--- config.mk ---
export PLATFORM = sky130hd
export DESIGN_NAME = hazard_ctrl
export DESIGN_NICKNAME = d
export VERILOG_FILES = /design/src/rtl/hazard_ctrl.sv
export SDC_FILE = /design/constraint.sdc
export NUM_CORES = 1
export LEC_CHECK = 0
export ABC_CLOCK_PERIOD_IN_PS = 3600
export BUFFER_PORTS_ARGS = -buffer_cell sky130_fd_sc_hd__buf_2
export CAP_MARGIN = 15
export CORE_ASPECT_RATIO = 1.1
export CORE_MARGIN = 3
export CORE_UTILIZATION = 40
export DETAILED_ROUTE_END_ITERATION = 8
export GPL_ROUTABILITY_DRIVEN = 1
export PLACE_DENSITY = 0.73
export SLEW_MARGIN = 10
export SYNTH_ARGS = -nofsm -noshare
export SYNTH_HDL_FRONTEND = slang
export SYNTH_SLANG_ARGS = --single-unit
--- constraint.sdc ---
create_clock -name clk -period 3.6 [get_ports clk]
set_clock_uncertainty 0.2 [all_clocks]
set_input_delay 0.18 -clock clk [delete_from_list [all_inputs] [get_ports clk]]
set_output_delay 0.18 -clock clk [all_outputs]
set_load 0.01 [all_outputs]
--- src/rtl/hazard_ctrl.sv ---
// Pipeline hazard unit: operand forwarding selects, load-use and branch handling,
// data-memory wait stalls with deferred branch flush, timeout flag and perf counters.
module hazard_ctrl #(
  parameter int TIMEOUT = 255
) (
  input  logic        clk,
  input  logic        rst,
  input  logic [4:0]  rs1D,
  input  logic [4:0]  rs2D,
  input  logic [4:0]  rs1E,
  input  logic [4:0]  rs2E,
  input  logic [4:0]  RdE,
  input  logic [4:0]  RdM,
  input  logic [4:0]  RdW,
  input  logic        RegWriteM,
  input  logic        RegWriteW,
  input  logic        LoadE,
  input  logic        PCSrcE,
  input  logic        MemReqM,
  input  logic        MemReadyM,
  output logic [1:0]  Select_A,
  output logic [1:0]  Select_B,
  output logic        StallF,
  output logic        StallD,
  output logic        StallE,
  output logic        StallM,
  output logic        FlushD,
  output logic        FlushE,
  output logic        FlushW,
  output logic        MemTimeout,
  output logic [15:0] StallCount,
  output logic [15:0] FlushCount
);

  localparam int CW = $clog2(TIMEOUT + 2);

  typedef enum logic [0:0] {
    RUN      = 1'b0,
    MEM_WAIT = 1'b1
  } state_t;

  state_t        r_state;
  state_t        w_state_nxt;
  logic          r_pend_flush;
  logic          r_mem_timeout;
  logic [CW-1:0] r_wait_cnt;
  logic [CW-1:0] w_wait_inc;
  logic [15:0]   r_stall_cnt;
  logic [15:0]   r_flush_cnt;
  logic          w_mem_stall;
  logic          w_load_use;
  logic          w_stall_f;
  logic          w_stall_d;
  logic          w_stall_e;
  logic          w_stall_m;
  logic          w_flush_d;
  logic          w_flush_e;
  logic          w_flush_w;

  // Forwarding selects; the younger Memory-stage result wins, x0 is never forwarded
  always_comb begin
    Select_A = 2'b00;
    Select_B = 2'b00;
    if (RegWriteM && (RdM != 5'd0) && (RdM == rs1E)) begin
      Select_A = 2'b10;
    end else if (RegWriteW && (RdW != 5'd0) && (RdW == rs1E)) begin
      Select_A = 2'b01;
    end else begin
      Select_A = 2'b00;
    end
    if (RegWriteM && (RdM != 5'd0) && (RdM == rs2E)) begin
      Select_B = 2'b10;
    end else if (RegWriteW && (RdW != 5'd0) && (RdW == rs2E)) begin
      Select_B = 2'b01;
    end else begin
      Select_B = 2'b00;
    end
  end

  // Next state and same-cycle stall/flush response; memory stall dominates everything
  always_comb begin
    w_state_nxt = r_state;
    w_mem_stall = 1'b0;
    w_load_use  = LoadE && (RdE != 5'd0) && ((RdE == rs1D) || (RdE == rs2D));
    w_stall_f   = 1'b0;
    w_stall_d   = 1'b0;
    w_stall_e   = 1'b0;
    w_stall_m   = 1'b0;
    w_flush_d   = 1'b0;
    w_flush_e   = 1'b0;
    w_flush_w   = 1'b0;
    case (r_state)
      RUN: begin
        if (MemReqM && !MemReadyM) begin
          w_state_nxt = MEM_WAIT;
          w_mem_stall = 1'b1;
        end else begin
          w_state_nxt = RUN;
        end
      end
      MEM_WAIT: begin
        if (MemReadyM) begin
          w_state_nxt = RUN;
        end else begin
          w_state_nxt = MEM_WAIT;
          w_mem_stall = 1'b1;
        end
      end
      default: begin
        w_state_nxt = RUN;
      end
    endcase
    // A deferred branch flush behaves exactly like a live one; both beat load-use
    if (rst) begin
      w_stall_f = 1'b0;
    end else if (w_mem_stall) begin
      w_stall_f = 1'b1;
      w_stall_d = 1'b1;
      w_stall_e = 1'b1;
      w_stall_m = 1'b1;
      w_flush_w = 1'b1;
    end else if ((r_state == RUN) && (PCSrcE || r_pend_flush)) begin
      w_flush_d = 1'b1;
      w_flush_e = 1'b1;
    end else if ((r_state == RUN) && w_load_use) begin
      w_stall_f = 1'b1;
      w_stall_d = 1'b1;
      w_flush_e = 1'b1;
    end else begin
      w_flush_e = 1'b0;
    end
  end

  assign w_wait_inc = r_wait_cnt + {{(CW-1){1'b0}}, 1'b1};

  // State, deferred flush, wait timer, sticky timeout and saturating counters
  always_ff @(posedge clk) begin
    if (rst) begin
      r_state       <= RUN;
      r_pend_flush  <= 1'b0;
      r_wait_cnt    <= '0;
      r_mem_timeout <= 1'b0;
      r_stall_cnt   <= 16'd0;
      r_flush_cnt   <= 16'd0;
    end else begin
      r_state <= w_state_nxt;
      if (PCSrcE && (w_mem_stall || (r_state == MEM_WAIT))) begin
        r_pend_flush <= 1'b1;
      end else if ((r_state == RUN) && !w_mem_stall) begin
        r_pend_flush <= 1'b0;
      end else begin
        r_pend_flush <= r_pend_flush;
      end
      if ((r_state == RUN) && (w_state_nxt == MEM_WAIT)) begin
        r_wait_cnt <= '0;
      end else if ((r_state == MEM_WAIT) && (r_wait_cnt != CW'(TIMEOUT))) begin
        r_wait_cnt <= w_wait_inc;
      end else begin
        r_wait_cnt <= r_wait_cnt;
      end
      if ((r_state == MEM_WAIT) && (w_wait_inc >= CW'(TIMEOUT))) begin
        r_mem_timeout <= 1'b1;
      end else begin
        r_mem_timeout <= r_mem_timeout;
      end
      if (w_stall_f && (r_stall_cnt != 16'hFFFF)) begin
        r_stall_cnt <= r_stall_cnt + 16'd1;
      end else begin
        r_stall_cnt <= r_stall_cnt;
      end
      if (w_flush_e && (r_flush_cnt != 16'hFFFF)) begin
        r_flush_cnt <= r_flush_cnt + 16'd1;
      end else begin
        r_flush_cnt <= r_flush_cnt;
      end
    end
  end

  assign StallF     = w_stall_f;
  assign StallD     = w_stall_d;
  assign StallE     = w_stall_e;
  assign StallM     = w_stall_m;
  assign FlushD     = w_flush_d;
  assign FlushE     = w_flush_e;
  assign FlushW     = w_flush_w;
  assign MemTimeout = r_mem_timeout;
  assign StallCount = r_stall_cnt;
  assign FlushCount = r_flush_cnt;

endmodule

==> flow_summary.json, run 1 <==
{
  "clkSinkCount": 44,
  "place_congestion": 0.866,
  "rsz0062_at_grt": "false",
  "status": "complete, no violations",
  "root_buffer": "clkbuf_8",
  "synth-edff-count": 0,
  "synth_seq_cells": 44,
  "synthMuxAreaShare_pct": 1.94,
  "whs_ns": 0.0368,
  "syn_to_final_growth_pct": 18.6,
  "finalNonFillerCells": 488,
  "hold_class": "input pin to flip-flop",
  "synth-simple-area-share_pct": 26.9,
  "grtUsageTotal_pct": 17.2,
  "portBuffers": 86,
  "worstMarginPinSlew_ns": 0.804,
  "synth_top_flop_cell": "dfxtp_1",
  "yosys_warnings": 0,
  "multiInputGateArea_mm2": 0.00172,
  "drt_iter0_markers": 100,
  "cts_resized": 0,
  "dp_cells": 480,
  "utilization_pct": 49.5,
  "slew_headroom_pct": 46.4,
  "ys_types": 53,
  "worstSetupEndpointType": "flip-flop",
  "synthesis.nets": 375,
  "crit_required_ns": 3.60,
  "synth_xor_area_share_pct": 12.7,
  "numCtsBuffers": 5,
  "synthCells": 327,
  "num-fill-cells": 658,
  "setup_viol": 0,
  "max_freq_mhz": 374,
  "post_drt_wl_per_cell_um": 14.1,
  "crit_arrival_ns": 2.67,
  "most-common-layout-cells": "buf_2 (86), dfxtp_1 (44), nor2_1 (28)",
  "seqCellArea_um2": 881,
  "leakagePower_nw": 1.32,
  "die_y_um": 93.2,
  "insertion_delay_ns": 0.30,
  "max_cap_violations": 0,
  "timing.final.ws_setup_ns": 0.924,
  "synth.area.top_cells": "dfxtp_1 (32%), xnor2_1 (7.0%), xor2_1 (5.7%)",
  "first_global_vias": 2451,
  "vias": 2764,
  "powerDensity_mw_per_mm2": 285,
  "synth_top_family_by_area": "simple AND/OR/NAND/NOR gates",
  "avgSynthCellArea_um2": 8.46,
  "dpl_worst_slack_ns": 0.944,
  "dieArea_mm2": 0.00795,
  "cp_max_fo": 21,
  "yosys.area_share.adder_pct": 2.26,
  "clkTransAtPathRegs_ns": 0.08,
  "grt_pass1_wl_mm": 11.2,
  "coreArea_mm2": 0.00663,
  "postCtsHoldBufs": 1,
  "antenna_found_initial": 0,
  "fin_crit_ns": 2.68,
  "row_count": 31,
  "fin_crit_sh_pct": 74.3,
  "fin_nets": 454,
  "synth-async-reset-ratio_pct": 0,
  "start_util_pct": 41.7,
  "synth_top_area_share_pct": 31.8,
  "die_w_um": 85.3,
  "drc": 0,
  "first_pass_iters": 4,
  "hpwl_mm": 5.32,
  "crit_type": "flip-flop to flip-flop",
  "htreeDepth": 2,
  "cts_tree": "yes",
  "ys_seq_area_share_pct": 31.8,
  "hold_viol_final": 0,
  "final_common_cell": "buf_2",
  "start_kind": "flip-flop",
  "avgViaCountPerCell": 5.66,
  "wl_mm": 6.91,
  "post_cts_buffers": 0,
  "post-synth-top-area-cell": "dfxtp_1",
  "cts_buffer_depth": 2,
  "grt_overflow": 0,
  "synth_compound_area_share_pct": 18.4,
  "netlist_area_mm2": 0.00277,
  "irDropWorstVdd_mv": 0.220,
  "num_antenna_cells": 0,
  "ant_nets": 0,
  "grt_max_degree": 29,
  "drv_slew": 0,
  "drive_above_1_share_pct": 25.6,
  "ios": 87,
  "setup_tns_ns": 0
}
logic make-up (layout without fill, tap and decap cells):
group,after synthesis,in the layout
AO/OA/AOI/OAI,68,68
XOR/XNOR,40,40
adder cells (fa/ha/maj),5,5
buffers and inverters,30,109
flip-flops,44,44
multiplexers,5,5
AND/OR/NAND/NOR,135,135
cells in the mapped netlist (all sizes together), types with 4 or more instances:
master / instances
dfxtp: 44
nor2: 29
nand3: 25
nand2: 22
xnor2: 22
xor2: 18
a21oi: 16
nor4: 15
inv: 13
or4: 12
buf: 11
and3: 10
o21ai: 10
o31ai: 7
o311ai: 6
o41ai: 6
clkbuf: 5
ha: 5
nand4: 5
o21a: 4
o31a: 4
or3: 4
final timing paths:
path | start | to | slack (ns) | cells after the start
setup / recovery | StallCount[0]$_SDFFE_PP0P_ | StallCount[10]$_SDFFE_PP0P_ | 0.92 | 7
hold / removal | PCSrcE | r_pend_flush$_SDFFE_PP0P_ | 0.04 | 3
setup reg to reg | StallCount[0]$_SDFFE_PP0P_ | StallCount[10]$_SDFFE_PP0P_ | 0.92 | 7
hold reg to reg | MemTimeout$_SDFFE_PP0P_ | MemTimeout$_SDFFE_PP0P_ | 0.30 | 2
sequential cells by signal, indices dropped and copies added, names as in the netlist:
name and flops:
r_state 1, StallCount 16, r_pend_flush 1, MemTimeout 1, r_wait_cnt 9, FlushCount 16
per-layer routing:
metal / GRT usage (%) / vias to the layer above / share of wire (%)
met3: 3.17 / 14 / 5.4
li1: - / 1364 / -
met1: 23.1 / 1302 / 45
met5: 0 / - / 0
met4: 6.07 / 0 / 2.1
met2: 27.7 / 84 / 48
worst max-delay path, cell delays in order (launching register included):
cell	delay [ns]
dfxtp_1	0.43
ha_1	0.23
nand3_1	0.08
nor4_1	0.53
nor2_1	0.15
a21oi_2	0.63
nor4_1	0.12
o21a_1	0.20
power breakdown:
part | switching [W] | internal, W | total [W]
registers | 0.00000705 | 0.000491 | 0.000498
logic | 0.0000812 | 0.0000611 | 0.000142
clock network | 0.000164 | 0.000132 | 0.000296
total | 0.000252 | 0.000684 | 0.000936
cell type report:
cell class                 instances  share of cell area (%)
clock buffer                       6                    2.21
clock inverter                     1                   0.152
inverter                          14                    1.60
multi-input combinational        253                    52.4
sequential                        44                    26.8
tap                               82                    3.12
timing repair buffer              88                    13.6
through the flow:
stage          power, W  cell area, um^2
3_5_place_dp   0.000651             3200
3_3_place_gp   0.000648             3200
2_1_floorplan  0.000600             2770
5_1_grt        0.000979             3280
4_1_cts        0.000947             3280
6_report       0.000936             3280
No activity file was read; power rests on OpenSTA's default activity.
==> run 2, diff against run 1 <==
- ABC_CLOCK_PERIOD_IN_PS: 3600 -> 2200
- PLACE_DENSITY: 0.73 -> 0.76
- clock period: 3.6 -> 2.2 ns (I/O delays scaled with it)
==> run 2 against run 1 <==
Effect of this change: register-to-register slack worse by 0.88 ns; sequential power rose by 63%; sequential share of layout area decreased by 2.6 points; first-iteration DRC count grew 26%.
==> flow_summary.json, run 2 (same netlist as run 1, synthesis figures left out) <==
{
  "status": "complete, no violations",
  "cts_buffer_depth": 2,
  "critPathTopFamily": "simple AND/OR/NAND/NOR gates",
  "grt_max_degree": 25,
  "fin_crit_ns": 2.15,
  "insertion_delay_ns": 0.31,
  "crit_arrival_ns": 2.20,
  "drv_slew": 0,
  "hold_class": "input pin to flip-flop",
  "avgViaCountPerCell": 5.42,
  "row_count": 31,
  "irDropWorstVdd_mv": 0.366,
  "antenna_found_initial": 0,
  "syn_to_final_growth_pct": 31.6,
  "ios": 87,
  "crit_type": "flip-flop to flip-flop",
  "wl_mm": 7.56,
  "hpwl_mm": 5.65,
  "fin_crit_sh_pct": 97.8,
  "worstMarginPinSlew_ns": 0.421,
  "whs_ns": 0.102,
  "cts_tree": "yes",
  "first_pass_iters": 4,
  "setup_tns_ns": 0,
  "grt_pass1_wl_mm": 12.1,
  "total_power_w": 0.00174,
  "worstSetupEndpointType": "flip-flop",
  "start_kind": "flip-flop",
  "rsz0062_at_grt": "true",
  "numCtsBuffers": 5,
  "clkSinkCount": 44,
  "dieArea_mm2": 0.00795,
  "worst-path-buf-inv": 1,
  "die_y_um": 93.2,
  "coreArea_mm2": 0.00663,
  "vias": 2845,
  "leakagePower_nw": 1.53,
  "first_global_vias": 2604,
  "setup_viol": 0,
  "drc": 0,
  "utilization_pct": 54.9,
  "hold_viol_final": 0,
  "ant_nets": 0,
  "crit_required_ns": 2.25,
  "drt_iter0_markers": 126,
  "grtUsageTotal_pct": 18.5,
  "portBuffers": 86,
  "die_w_um": 85.3,
  "final_common_cell": "buf_2",
  "max_cap_violations": 0,
  "clkTransAtPathRegs_ns": 0.10,
  "place_area_mm2": 0.00346,
  "path_cells": "nor3b_4 -> o21ai_4 -> nor4_4 -> a21oi_2 -> buf_12 -> or4_1 -> a21oi_1",
  "max_stage_delay_ns": 0.48,
  "htreeDepth": 2,
  "drive_above_1_share_pct": 34.1,
  "final_area_mm2": 0.00364,
  "cp_max_fo": 21,
  "root_buffer": "clkbuf_8",
  "place_congestion": 0.828,
  "num_antenna_cells": 0,
  "max_freq_mhz": 465,
  "post_drt_wl_per_cell_um": 14.4,
  "grt_overflow": 0,
  "fin_nets": 490,
  "critPathSlowestCell": "or4_1",
  "start_util_pct": 41.7,
  "most-common-layout-cells": "buf_2 (86), dfxtp_1 (43), buf_4 (34)",
  "slew_headroom_pct": 71.7,
  "powerDensity_mw_per_mm2": 477
}
==> run 2: cell count changes in the layout (fill, tap and decap cells not counted), sizes merged <==
cell	delta
a21oi	+1
buf	+34
bufinv	+1
clkbuf	-1
clkinv	-2
clkinvlp	+1
dlygate4sd3	+1
inv	+2
==> run 2: worst register-to-register path, cell delays in order, from the launching register on <==
cell	delay [ns]
dfxtp_2	0.36
nor3b_4	0.21
o21ai_4	0.11
nor4_4	0.32
a21oi_2	0.11
buf_12	0.16
or4_1	0.48
a21oi_1	0.15
==> run 2: cell type report <==
type | count | area (um^2)
Fill cell | 623 | 2990
Multi-Input combinational cell | 254 | 1770
Sequential cell | 44 | 882
Timing Repair Buffer | 123 | 726
Tap cell | 82 | 103
Clock buffer | 5 | 68.8
Inverter | 14 | 52.6
Clock inverter | 3 | 46.3
==> run 2: what timing repair did <==
item | in CTS | in global routing
gates resized for setup | 0 | 11
hold buffers | 2 | 0
setup endpoints to repair | 0 | 26
buffers inserted | 0 | 1
endpoints found under the hold margin | 1 | 0
==> run 2: metal layers <==
layer	up-vias	routed length [um]	track usage (%)
met2	74	3690	31.0
met4	0	97	4.75
met1	1318	3430	24.4
met3	9	345	3.52
met5	-	0	0
li1	1444	-	-
==> run 2: final timing paths <==
| kind | slack (ns) | depth (start not counted) | start | end |
|---|---|---|---|---|
| setup reg to reg | 0.05 | 7 | r_state$_SDFF_PP0_ | StallCount[11]$_SDFFE_PP0P_ |
| setup / recovery | 0.05 | 7 | r_state$_SDFF_PP0_ | StallCount[11]$_SDFFE_PP0P_ |
| hold reg to reg | 0.29 | 2 | MemTimeout$_SDFFE_PP0P_ | MemTimeout$_SDFFE_PP0P_ |
| hold / removal | 0.10 | 5 | rst | r_state$_SDFF_PP0_ |
==> run 2: power by group <==
part | total [W] | leakage [nW] | switching, W | internal [W]
logic | 0.000274 | 1.12 | 0.000148 | 0.000126
registers | 0.000810 | 0.356 | 0.00000581 | 0.000804
clock network | 0.000653 | 0.0548 | 0.000310 | 0.000343
==> run 2: stage by stage <==
step / setup slack, ns / instances
2_1_floorplan: 0.0103 / 327
3_3_place_gp: 0.00968 / 513
3_5_place_dp: 0.00881 / 513
4_1_cts: 0.00836 / 523
5_1_grt: -0.0416 / 525
6_report: 0.0482 / 525
==> run 3, diff against run 2 <==
- ABC_AREA: default -> 1
- PLACE_DENSITY: 0.76 -> 0.75
==> run 3 against run 2 <==
Effect of this change: core utilization shrank 2.3 points; hold slack got worse by 0.062 ns; critical path depth down 1; fmax grew 1.5%; first-iteration DRC count is 81% higher; sequential share of layout area shrank 0.79 points.
==> flow_summary.json, run 3 <==
{
  "first_pass_iters": 4,
  "yosys.area_share.adder_pct": 2.08,
  "fin_crit_sh_pct": 96.4,
  "hpwl_mm": 5.95,
  "worst-path-buf-inv": 4,
  "ant_nets": 0,
  "worstSetupEndpointType": "flip-flop",
  "fin_crit_ns": 2.12,
  "synthCells": 443,
  "synthesis.nets": 491,
  "place_area_mm2": 0.00357,
  "hold_viol_final": 0,
  "die_y_um": 97.0,
  "insertion_delay_ns": 0.31,
  "synth-async-reset-ratio_pct": 0,
  "irDropWorstVdd_mv": 0.260,
  "synth_xor_area_share_pct": 15.1,
  "max_freq_mhz": 471,
  "synth.area.top_cells": "dfxtp_1 (29%), nand2_1 (11%), xor2_1 (9.9%)",
  "first_global_vias": 3005,
  "numCtsBuffers": 5,
  "rsz0062_at_grt": "false",
  "avgViaCountPerCell": 5.11,
  "start_util_pct": 42.1,
  "start_kind": "input pin",
  "htreeDepth": 2,
  "setup_viol": 0,
  "max_stage_delay_ns": 0.58,
  "grt_pass1_wl_mm": 12.9,
  "vias": 3227,
  "row_count": 32,
  "drc": 0,
  "clkPwrFrac_pct": 33.4,
  "powerDensity_mw_per_mm2": 435,
  "synth.most_common_cell": "nand2_1",
  "ys_seq_area_share_pct": 29.2,
  "die_w_um": 88.8,
  "crit_arrival_ns": 2.12,
  "final_area_mm2": 0.00377,
  "switching_share_pct": 28.3,
  "ys_types": 30,
  "setup_tns_ns": 0,
  "timing.final.ws_setup_ns": 0.0790,
  "drv_slew": 0,
  "cts_tree": "yes",
  "root_buffer": "clkbuf_8",
  "post-synth-top-area-cell": "dfxtp_1",
  "critPathTopFamily": "buffers and inverters",
  "grt_max_degree": 28,
  "synth-simple-area-share_pct": 35.7,
  "drt_iter0_markers": 228,
  "yosys_warnings": 0,
  "p_int_w": 0.00118,
  "whs_ns": 0.0398,
  "p_switching_w": 0.000465,
  "crit_type": "input pin to flip-flop",
  "drive_above_1_share_pct": 24.9,
  "clkSinkCount": 44,
  "leakagePower_nw": 1.66,
  "dieArea_mm2": 0.00861,
  "num_antenna_cells": 0,
  "place_congestion": 0.917,
  "critPathSlowestCell": "dlygate4sd3_1",
  "grt_overflow": 0,
  "coreArea_mm2": 0.00717,
  "slew_headroom_pct": 69.5,
  "dpl_worst_slack_ns": 0.129,
  "avgSynthCellArea_um2": 6.80,
  "seqPwrFrac_pct": 50.0,
  "hold_class": "input pin to flip-flop",
  "fin_nets": 594,
  "netlist_area_mm2": 0.00301,
  "synth_top_area_share_pct": 29.2,
  "post_drt_wl_per_cell_um": 12.4,
  "status": "complete, no violations",
  "synth_top_flop_cell": "dfxtp_1",
  "ios": 87,
  "portBuffers": 86,
  "synth_top_family_by_area": "simple AND/OR/NAND/NOR gates",
  "wl_mm": 7.85,
  "synthMuxAreaShare_pct": 0,
  "crit_top_cell": "dlygate4sd3_1",
  "synth_seq_cells": 44,
  "most-common-layout-cells": "nand2_1 (92), buf_2 (86), nand3_1 (54)",
  "cp_max_fo": 3,
  "cts_buffer_depth": 2,
  "syn_to_final_growth_pct": 25.1,
  "synth-edff-count": 0,
  "synth_compound_area_share_pct": 9.26,
  "p_comb_share_pct": 16.6,
  "final_common_cell": "nand2_1",
  "worstMarginPinSlew_ns": 0.454,
  "grtUsageTotal_pct": 18.1,
  "antenna_found_initial": 0,
  "max_cap_violations": 0,
  "path_cells": "dlygate4sd3_1 -> buf_2 -> a21oi_2 -> dlygate4sd3_1 -> nor2_1 -> dlygate4sd3_1",
  "clkTransAtPathRegs_ns": 0.09,
  "synth_common_cells": "nand2_1 (92), nand3_1 (54), inv_1 (45), dfxtp_1 (44), a21oi_1 (43)",
  "crit_required_ns": 2.20
}
## run 3: area by class of cell
cell class	instances	area, um^2
fillers	703	3400
multi-input cells	339	1890
flip-flops and latches	44	883
repair buffers	111	628
inverters	45	169
well taps	85	106
clock buffers	7	86.3
clock inverters	1	7.51
## run 3: layer usage
| metal | routed length (um) | part of all wire (%) | vias up | track usage [%] |
|---|---|---|---|---|
| li1 | - | - | 1649 | - |
| met1 | 3490 | 44 | 1456 | 23.0 |
| met2 | 3720 | 47 | 115 | 29.7 |
| met3 | 558 | 7.1 | 7 | 4.43 |
| met4 | 80 | 1.0 | 0 | 5.35 |
| met5 | 0 | 0 | - | 0 |
## run 3: worst min-delay path, stage by stage
cell	delay, ns
buf_2	0.09
a21oi_1	0.10
nand2_1	0.15
inv_1	0.05
## run 3: metrics by stage
| step | util [%] | instances | power [W] |
|---|---|---|---|
| after floorplan | - | 443 | 0.000994 |
| final | 52.6 | 632 | 0.00164 |
| after global routing | 52.6 | 632 | 0.00173 |
| after global placement | 49.8 | 614 | 0.00109 |
| after CTS | 51.7 | 626 | 0.00165 |
| after detailed placement | 49.8 | 614 | 0.00110 |
## run 3: power groups by stage
stage | Clock [W] | Sequential, W | Combinational, W
after floorplan | 0 | 0.000841 | 0.000153
after global placement | 0 | 0.000838 | 0.000251
after detailed placement | 0 | 0.000839 | 0.000259
after CTS | 0.000563 | 0.000821 | 0.000267
after global routing | 0.000599 | 0.000824 | 0.000303
final | 0.000548 | 0.000822 | 0.000273
## run 3: worst paths after layout
path / slack (ns) / start / cells after the start / end
setup / recovery: 0.08 / MemReqM / 6 / r_pend_flush$_SDFFE_PP0P_
hold / removal: 0.04 / MemReadyM / 4 / r_state$_SDFF_PP0_
setup reg to reg: 0.17 / StallCount[1]$_SDFFE_PP0P_ / 9 / StallCount[0]$_SDFFE_PP0P_
hold reg to reg: 0.26 / r_wait_cnt[8]$_SDFFE_PP0P_ / 2 / r_wait_cnt[8]$_SDFFE_PP0P_
## run 3: cells by family (layout without fill, tap and decap cells)
family	after synthesis	in the layout
buf+inv	60	164
compound gates	53	53
simple gates	229	229
fa+ha+maj	5	5
flops	44	44
xor+xnor	52	52
## run 3: what timing repair did
item | CTS | global route
setup buffers | 0 | 6
endpoints found under the hold margin | 4 | 0
hold buffers | 4 | 0
setup endpoints to repair | 0 | 22
gates resized for setup | 0 | 7
